$ cat config.mk
export PLATFORM = sky130hd
export DESIGN_NAME = seq_controller
export DESIGN_NICKNAME = d
export VERILOG_FILES = /design/src/rtl/seq_controller.sv
export SDC_FILE = /design/constraint.sdc
export NUM_CORES = 1
export LEC_CHECK = 0
export ABC_CLOCK_PERIOD_IN_PS = 1600
export CAP_MARGIN = 30
export CORE_UTILIZATION = 25
export DETAILED_ROUTE_END_ITERATION = 16
export GPL_TIMING_DRIVEN = 0
export PLACE_DENSITY_LB_ADDON = 0.12
export SLEW_MARGIN = 25
export SYNTH_ARGS = -nofsm -noshare
export SYNTH_HDL_FRONTEND = slang
export SYNTH_SLANG_ARGS = --single-unit
$ cat constraint.sdc
create_clock -name CLKb -period 1.6 [get_ports CLKb]
set_clock_uncertainty 0.1 [all_clocks]
set_input_delay 0.4 -clock CLKb [delete_from_list [all_inputs] [get_ports CLKb]]
set_output_delay 0.4 -clock CLKb [all_outputs]
set_load 0.01 [all_outputs]
$ cat src/rtl/seq_controller.sv
// seq_controller
//   Start/done sequencer for the accumulator datapath. A job is accepted in
//   IDLE. It then runs rep+1 passes of LOAD/EXEC/STORE, pulses done for one
//   cycle and returns to IDLE. In chained mode the operand load is skipped
//   after the first pass.
//
//   state | meaning
//   IDLE  | ready, waiting for start
//   LOAD  | enA: load operand register A
//   EXEC  | enALU: ALU evaluate/latch
//   STORE | enC: store result C, then finish or start the next pass
//   DONE  | one-cycle done pulse
//
// Ports
//   CLKb              clock, rising edge
//   RSTb              asynchronous reset, active low
//   start             job request, accepted when ready=1
//   op/rep/chain      job parameters, captured on accept
//   hold              stall in LOAD/EXEC/STORE, enables forced low
//   abort             cancel current job (priority over hold)
//   enA/enALU/enC     datapath register/ALU enables
//   alu_op            registered operation code
//   ready/done        handshake status
//   iter              current pass index
module seq_controller #(
  parameter int OPW  = 3,
  parameter int CNTW = 4
) (
  input  logic            CLKb,
  input  logic            RSTb,
  input  logic            start,
  input  logic [OPW-1:0]  op,
  input  logic [CNTW-1:0] rep,
  input  logic            chain,
  input  logic            hold,
  input  logic            abort,
  output logic            enA,
  output logic            enALU,
  output logic            enC,
  output logic [OPW-1:0]  alu_op,
  output logic            ready,
  output logic            done,
  output logic [CNTW-1:0] iter
);

  localparam logic [2:0] S_IDLE  = 3'd0;
  localparam logic [2:0] S_LOAD  = 3'd1;
  localparam logic [2:0] S_EXEC  = 3'd2;
  localparam logic [2:0] S_STORE = 3'd3;
  localparam logic [2:0] S_DONE  = 3'd4;

  logic [2:0]      r_state;
  logic [2:0]      w_next;
  logic [OPW-1:0]  r_alu_op;
  logic [CNTW-1:0] r_rep;
  logic            r_chain;
  logic [CNTW-1:0] r_iter;

  logic w_busy;
  logic w_accept;
  logic w_abort;
  logic w_stall;
  logic w_last;

  assign w_busy   = (r_state == S_LOAD) || (r_state == S_EXEC) || (r_state == S_STORE);
  assign w_accept = start && (r_state == S_IDLE);
  assign w_abort  = abort && w_busy;
  // abort outranks hold for state/iter updates; hold still gates the enables
  assign w_stall  = hold && w_busy && !abort;
  assign w_last   = (r_iter == r_rep);

  always_comb begin
    w_next = r_state;
    case (r_state)
      S_IDLE:  if (start) w_next = S_LOAD;
      S_LOAD:  w_next = S_EXEC;
      S_EXEC:  w_next = S_STORE;
      S_STORE: begin
        if (w_last)       w_next = S_DONE;
        else if (r_chain) w_next = S_EXEC;
        else              w_next = S_LOAD;
      end
      S_DONE:  w_next = S_IDLE;
      default: w_next = S_IDLE;
    endcase
    if (w_abort)      w_next = S_IDLE;
    else if (w_stall) w_next = r_state;
  end

  always_ff @(posedge CLKb or negedge RSTb) begin
    if (!RSTb) begin
      r_state  <= S_IDLE;
      r_alu_op <= '0;
      r_rep    <= '0;
      r_chain  <= 1'b0;
      r_iter   <= '0;
    end else begin
      r_state <= w_next;
      if (w_accept) begin
        r_alu_op <= op;
        r_rep    <= rep;
        r_chain  <= chain;
        r_iter   <= '0;
      end else if (w_abort) begin
        r_iter <= '0;
      end else if (!w_stall && (r_state == S_STORE) && !w_last) begin
        r_iter <= r_iter + CNTW'(1);
      end else if (r_state == S_DONE) begin
        // final pass index stays visible during DONE, cleared entering IDLE
        r_iter <= '0;
      end
    end
  end

  assign enA    = (r_state == S_LOAD)  && !hold;
  assign enALU  = (r_state == S_EXEC)  && !hold;
  assign enC    = (r_state == S_STORE) && !hold;
  assign ready  = (r_state == S_IDLE);
  assign done   = (r_state == S_DONE);
  assign alu_op = r_alu_op;
  assign iter   = r_iter;

endmodule

[Yosys cells after proc, flatten, opt, wreduce, memory -nomap -nowiden]
Cells that the tools add are included.
Widths: inputs -> output; s select.
Storage, ports and cells
  register bits after elaboration: 15
  bits in latches: 0
  RAM bits: 0
  memory bits (read-only): 0
  input bits: 13
  output and inout bits: 12
  word-level logic and storage cells: 41
  memories: 0
Cells by class
  add/sub/neg operators: 1
  multipliers: 0
  div/mod/pow operators: 0
  $lt $le $gt $ge: 0
  eq/ne operators: 7
  shift operators: 0
  muxes and demuxes: 10
  bitwise logic cells: 0
  reduce and logical (&&, ||, !) cells: 18
Operator list (count)
  $mux 4: 4
  $mux 3: 4
  $pmux 3 s4: 1
  $logic_and 1x1->1: 9
  $eq 3x2->1 const B: 2
  $add 4x1->4 const B: 1
  $eq 4x4->1: 1
  $logic_not 1->1: 4
  $reduce_bool 4->1: 1
  $eq 3x1->1 const B: 1
  $eq 3x3->1 const B: 1
  $logic_not 3->1: 1
  $ne 3x2->1 const B: 1
  $logic_or 1x1->1: 2
  $mux 2: 1
  $ne 2x2->1 const B: 1
  $reduce_and 2->1: 1

[Depth between registers and ports, before layout]
  word-level depth: 11
  gate-level depth with buffers: 5
  gate-level depth less buffers: 4

[Worst setup path before layout]
Ideal clock, no wire load.
  kind: flip-flop to flip-flop
  start: reg r_state[2]
  end: reg r_alu_op[0], in the netlist alu_op[0]
  setup time: 0.125 ns
  data arrival time: 1.344 ns
  required time: 1.375 ns
  path slack: 0.031 ns
  stages on the path, launching flop included: 5
  buffers on the path: 1
  path through: dfrtp_1 -> nor3_2 -> and2_4 -> buf_12 -> mux2_4
On the way
  longest elaborated chain between the ends: 2
Ends and longest elaborated chain
  start: declaration: line 52  | logic [2:0] r_state;
  start signal: assignment: line 98  | r_state <= w_next;
  $logic_not 3->1
  net ready: line 41  | output logic ready,
  $logic_and 1x1->1: line 66  | assign w_accept = start && (r_state == S_IDLE);
  end signal: assignment: line 100  | r_alu_op <= op;
  end: declaration: line 54  | logic [OPW-1:0] r_alu_op;
The timed path passes the listed nets, and every way through them passes these cells.
A chain may end at the register's enable or synchronous reset.

[Worst setup path in the final report]
  start: reg r_state[0]
  end: out ready
On the way
  longest elaborated chain between the ends: 1
Ends and longest elaborated chain
  $logic_not 3->1: line 118  | assign ready = (r_state == S_IDLE);
  end: declaration: line 41
Every way passes these cells.

==> flow_summary.ini <==
[status]
run_status = complete, but fails checks
violated_checks = negative setup slack

[yosys]
yosys_warnings = 0
synth_edf_count = 0
yosys-top-cells-area = sky130_fd_sc_hd__dfrtp_1, sky130_fd_sc_hd__mux2_4, sky130_fd_sc_hd__xnor2_1, sky130_fd_sc_hd__buf_12, sky130_fd_sc_hd__nor2b_1
synthDistinctLibCells = 29
synth.largest_area_cell = sky130_fd_sc_hd__dfrtp_1
ys_seq_area_share_pct = 44.78
postSynthCellCount = 69
post_synth.cell_area_avg_um2 = 12.15
yosys.cell_count.top_type = sky130_fd_sc_hd__dfrtp_1
async_reset_ff_share_pct = 100.0
synth_commonest_cells = sky130_fd_sc_hd__dfrtp_1, sky130_fd_sc_hd__mux2_4, sky130_fd_sc_hd__xnor2_1
netlist.area_leader.share_pct = 44.78
synth.ff_latch_count = 15
synth_net_count = 83
yosys_most_used_dff = sky130_fd_sc_hd__dfrtp_1
post_synth_instance_area_um2 = 838.3

[layout]
layout.filler_cells = 317
area_of_the_multi_input_gates_um2 = 505.5
nets = 128
post_route_cells_drive_above_1_share_pct = 49.56
layout.area.seq_um2 = 380.4
final_core_util_pct = 42.96
insertedDiodeCount = 0
non_filler_instance_count_after_layout = 157
area_delta_synth_final_pct = 60.30

[placement]
port-buffer-count = 24
gp_congestion = 0.7416
post-place-cells = 137
detailed_place_hpwl_mm = 1.164

[detailed_routing]
antenna_violating_nets_post_route = 0
detail_route.first_pass.iterations = 3
first_iter_violations = 6
route.detailed.wl_per_inst_um = 11.68
dr_total_vias = 676
via_per_instance_ratio = 4.306
post-route-drc-count = 0
route.final.wire_length_mm = 1.834

[critical_path]
path_buf_inv = 2
critical_path_peak_fanout = 6
cp_slowest_cell = sky130_fd_sc_hd__dfrtp_2
timing.critical_path.cells = buf_6, nor3_4, buf_2
timing.critical_path.max_delay_family = flip-flops
timing.reg2reg.worst_path_depth = 5
setup.worst_path.class = reg2out
critical_path.startpoint_type = flip-flop
critical_path.reg2reg.startpoint = r_state[0]$_DFFE_PN0P_
r2r_setup_slack_ns = -0.06
timing.critical_path.slowest_cell_delay_ns = 0.45
worstSetupEndpointType = output pin
critical_path_required_ns = 1.10
arrival_ns = 1.19
regToRegEndpoint = r_rep[3]$_DFFE_PN0P_

[timing]
timing.hold.ws_ns = 0.3424
rsz0062_at_grt = yes
hold_viol = 0
fin_setup_tns_ns = -0.7876
fin_crit_sh_pct = 105.8
timing.fmax_mhz = 590.6
worstMarginPinSlew_ns = 0.6807
slew_violations = 0
worst_slack_ns = -0.09312
finalSetupViolCount = 13
finalWorstPathRequiredPeriod_ns = 1.693
max-slew-margin-rel_pct = 54.48

[clock_tree]
cts-htree-levels = 1
worst_skew_pair.late_latency_ns = 0.28
cts.reportedPaths.clkPinSlew_ns = 0.09
postCtsHoldBufs = 0
clock_sink_count = 15
cts_tree = built
numCtsBuffers = 3
cts-root-buf = sky130_fd_sc_hd__clkbuf_4
cts_buffer_depth = 2

[global_route]
grt_util_all_layers_pct = 11.31
grt_pass1_wl_mm = 2.891
first_global_vias = 641
grt_max_degree = 16
grt_remaining_overflow = 0
initial_antenna_violation_count = 0

[floorplan]
dieWidth_um = 59.91
core_region_area_mm2 = 0.003128
die_height_um = 59.91
initial_utilization_pct = 26.80
die_area_mm2 = 0.003589
rows = 20
design.portCount = 25

[power_and_ir_drop]
fin_total_pwr_mw = 1.755
power.density_mw_per_mm2 = 1306
power.ir.vdd_worst_mv = 0.8194
power_leakage_nw = 0.6635

[min_path]
hold_path.startpoint = abort
cells_on_worst_hold_path = 2
hold_path.class = in2reg
hold_path_end = r_state[1]$_DFFE_PN0P_

[job]
drv_cap = 0
cell families (layout without fill, tap and decap cells):
family / after synthesis / count (layout) / share of synthesized area [%]
buffers and inverters: 5 / 49 / 4.627
adders and majority gates: 1 / 1 / 1.492
xor gates and xnor gates: 5 / 5 / 6.119
and+or+nand+nor: 22 / 22 / 16.27
muxes: 9 / 9 / 16.12
DFF: 15 / 15 / 44.78
AOI/OAI and AO/OA: 12 / 12 / 10.60
repair_timing:
action | 4_1_cts | 5_1_grt
setup buffers | 12 | 5
setup endpoints to repair | 23 | 18
gates resized for setup | 40 | 14
pin swaps | 3 | 6
layout make-up:
type | count | area share (%)
Clock buffer | 4 | 1.955
Buffer | 1 | 0.8380
Inverter | 3 | 0.8380
Sequential cell | 15 | 28.31
Timing Repair Buffer | 41 | 26.35
Multi-Input combinational cell | 49 | 37.62
Tap cell | 44 | 4.097
layer usage:
metal	wire [µm]	track usage [%]
met5	0	0
met4	18	3.987
met3	57	3.896
met2	912	18.25
met1	845	13.96
through the flow:
| stage | instance area, µm² | setup WS (ns) |
|---|---|---|
| 6_report | 1344 | -0.09312 |
| 5_1_grt | 1344 | -0.1612 |
| 4_1_cts | 1241 | -0.1246 |
| 3_5_place_dp | 1134 | -0.7268 |
| 3_3_place_gp | 1134 | -0.7362 |
| 2_1_floorplan | 838.3 | 0.03129 |
state kept, by name (all words and copies together), names as in the netlist:
signal,flops
iter,4
r_rep,4
alu_op,3
r_state,3
r_chain,1
layout by cell type (no fill, tap or decap), types with 2 or more instances in the layout:
cell type,count
sky130_fd_sc_hd__nor3_1,2
sky130_fd_sc_hd__clkbuf_4,3
sky130_fd_sc_hd__xnor2_2,2
sky130_fd_sc_hd__a22o_1,2
sky130_fd_sc_hd__o22ai_1,2
sky130_fd_sc_hd__dfrtp_1,11
sky130_fd_sc_hd__xnor2_1,2
sky130_fd_sc_hd__a21oi_1,2
sky130_fd_sc_hd__mux2_4,9
sky130_fd_sc_hd__nor3b_2,2
sky130_fd_sc_hd__nand2b_4,2
sky130_fd_sc_hd__inv_1,3
sky130_fd_sc_hd__buf_6,6
sky130_fd_sc_hd__buf_4,12
sky130_fd_sc_hd__nand2_1,2
sky130_fd_sc_hd__dfrtp_2,4
sky130_fd_sc_hd__and2_4,2
sky130_fd_sc_hd__nor2b_1,2
sky130_fd_sc_hd__buf_2,5
sky130_fd_sc_hd__dlygate4sd2_1,8
sky130_fd_sc_hd__clkdlybuf4s50_1,10
worst max path at each step:
| stage | depth (start not counted) | from | endpoint | slack [ns] |
|---|---|---|---|---|
| 6_report | 3 | r_state[0]$_DFFE_PN0P_ | ready | -0.09 |
| 5_1_grt | 3 | r_state[0]$_DFFE_PN0P_ | enALU | -0.16 |
| 4_1_cts | 3 | r_state[0]$_DFFE_PN0P_ | ready | -0.12 |
| 3_5_place_dp | 4 | hold | enA | -0.73 |
| 3_3_place_gp | 4 | hold | enA | -0.74 |
| 2_1_floorplan | 4 | r_state[2]$_DFFE_PN0P_ | alu_op[0]$_DFFE_PN0P_ | 0.03 |
power by group:
| part | leakage [nW] | internal (mW) | total (mW) | switching (mW) |
|---|---|---|---|---|
| sequential | 0.183 | 0.509 | 0.633 | 0.124 |
| clock | 0.0150 | 0.0967 | 0.213 | 0.116 |
| combinational | 0.466 | 0.565 | 0.909 | 0.344 |
Power figures use the tool's default switching activity.
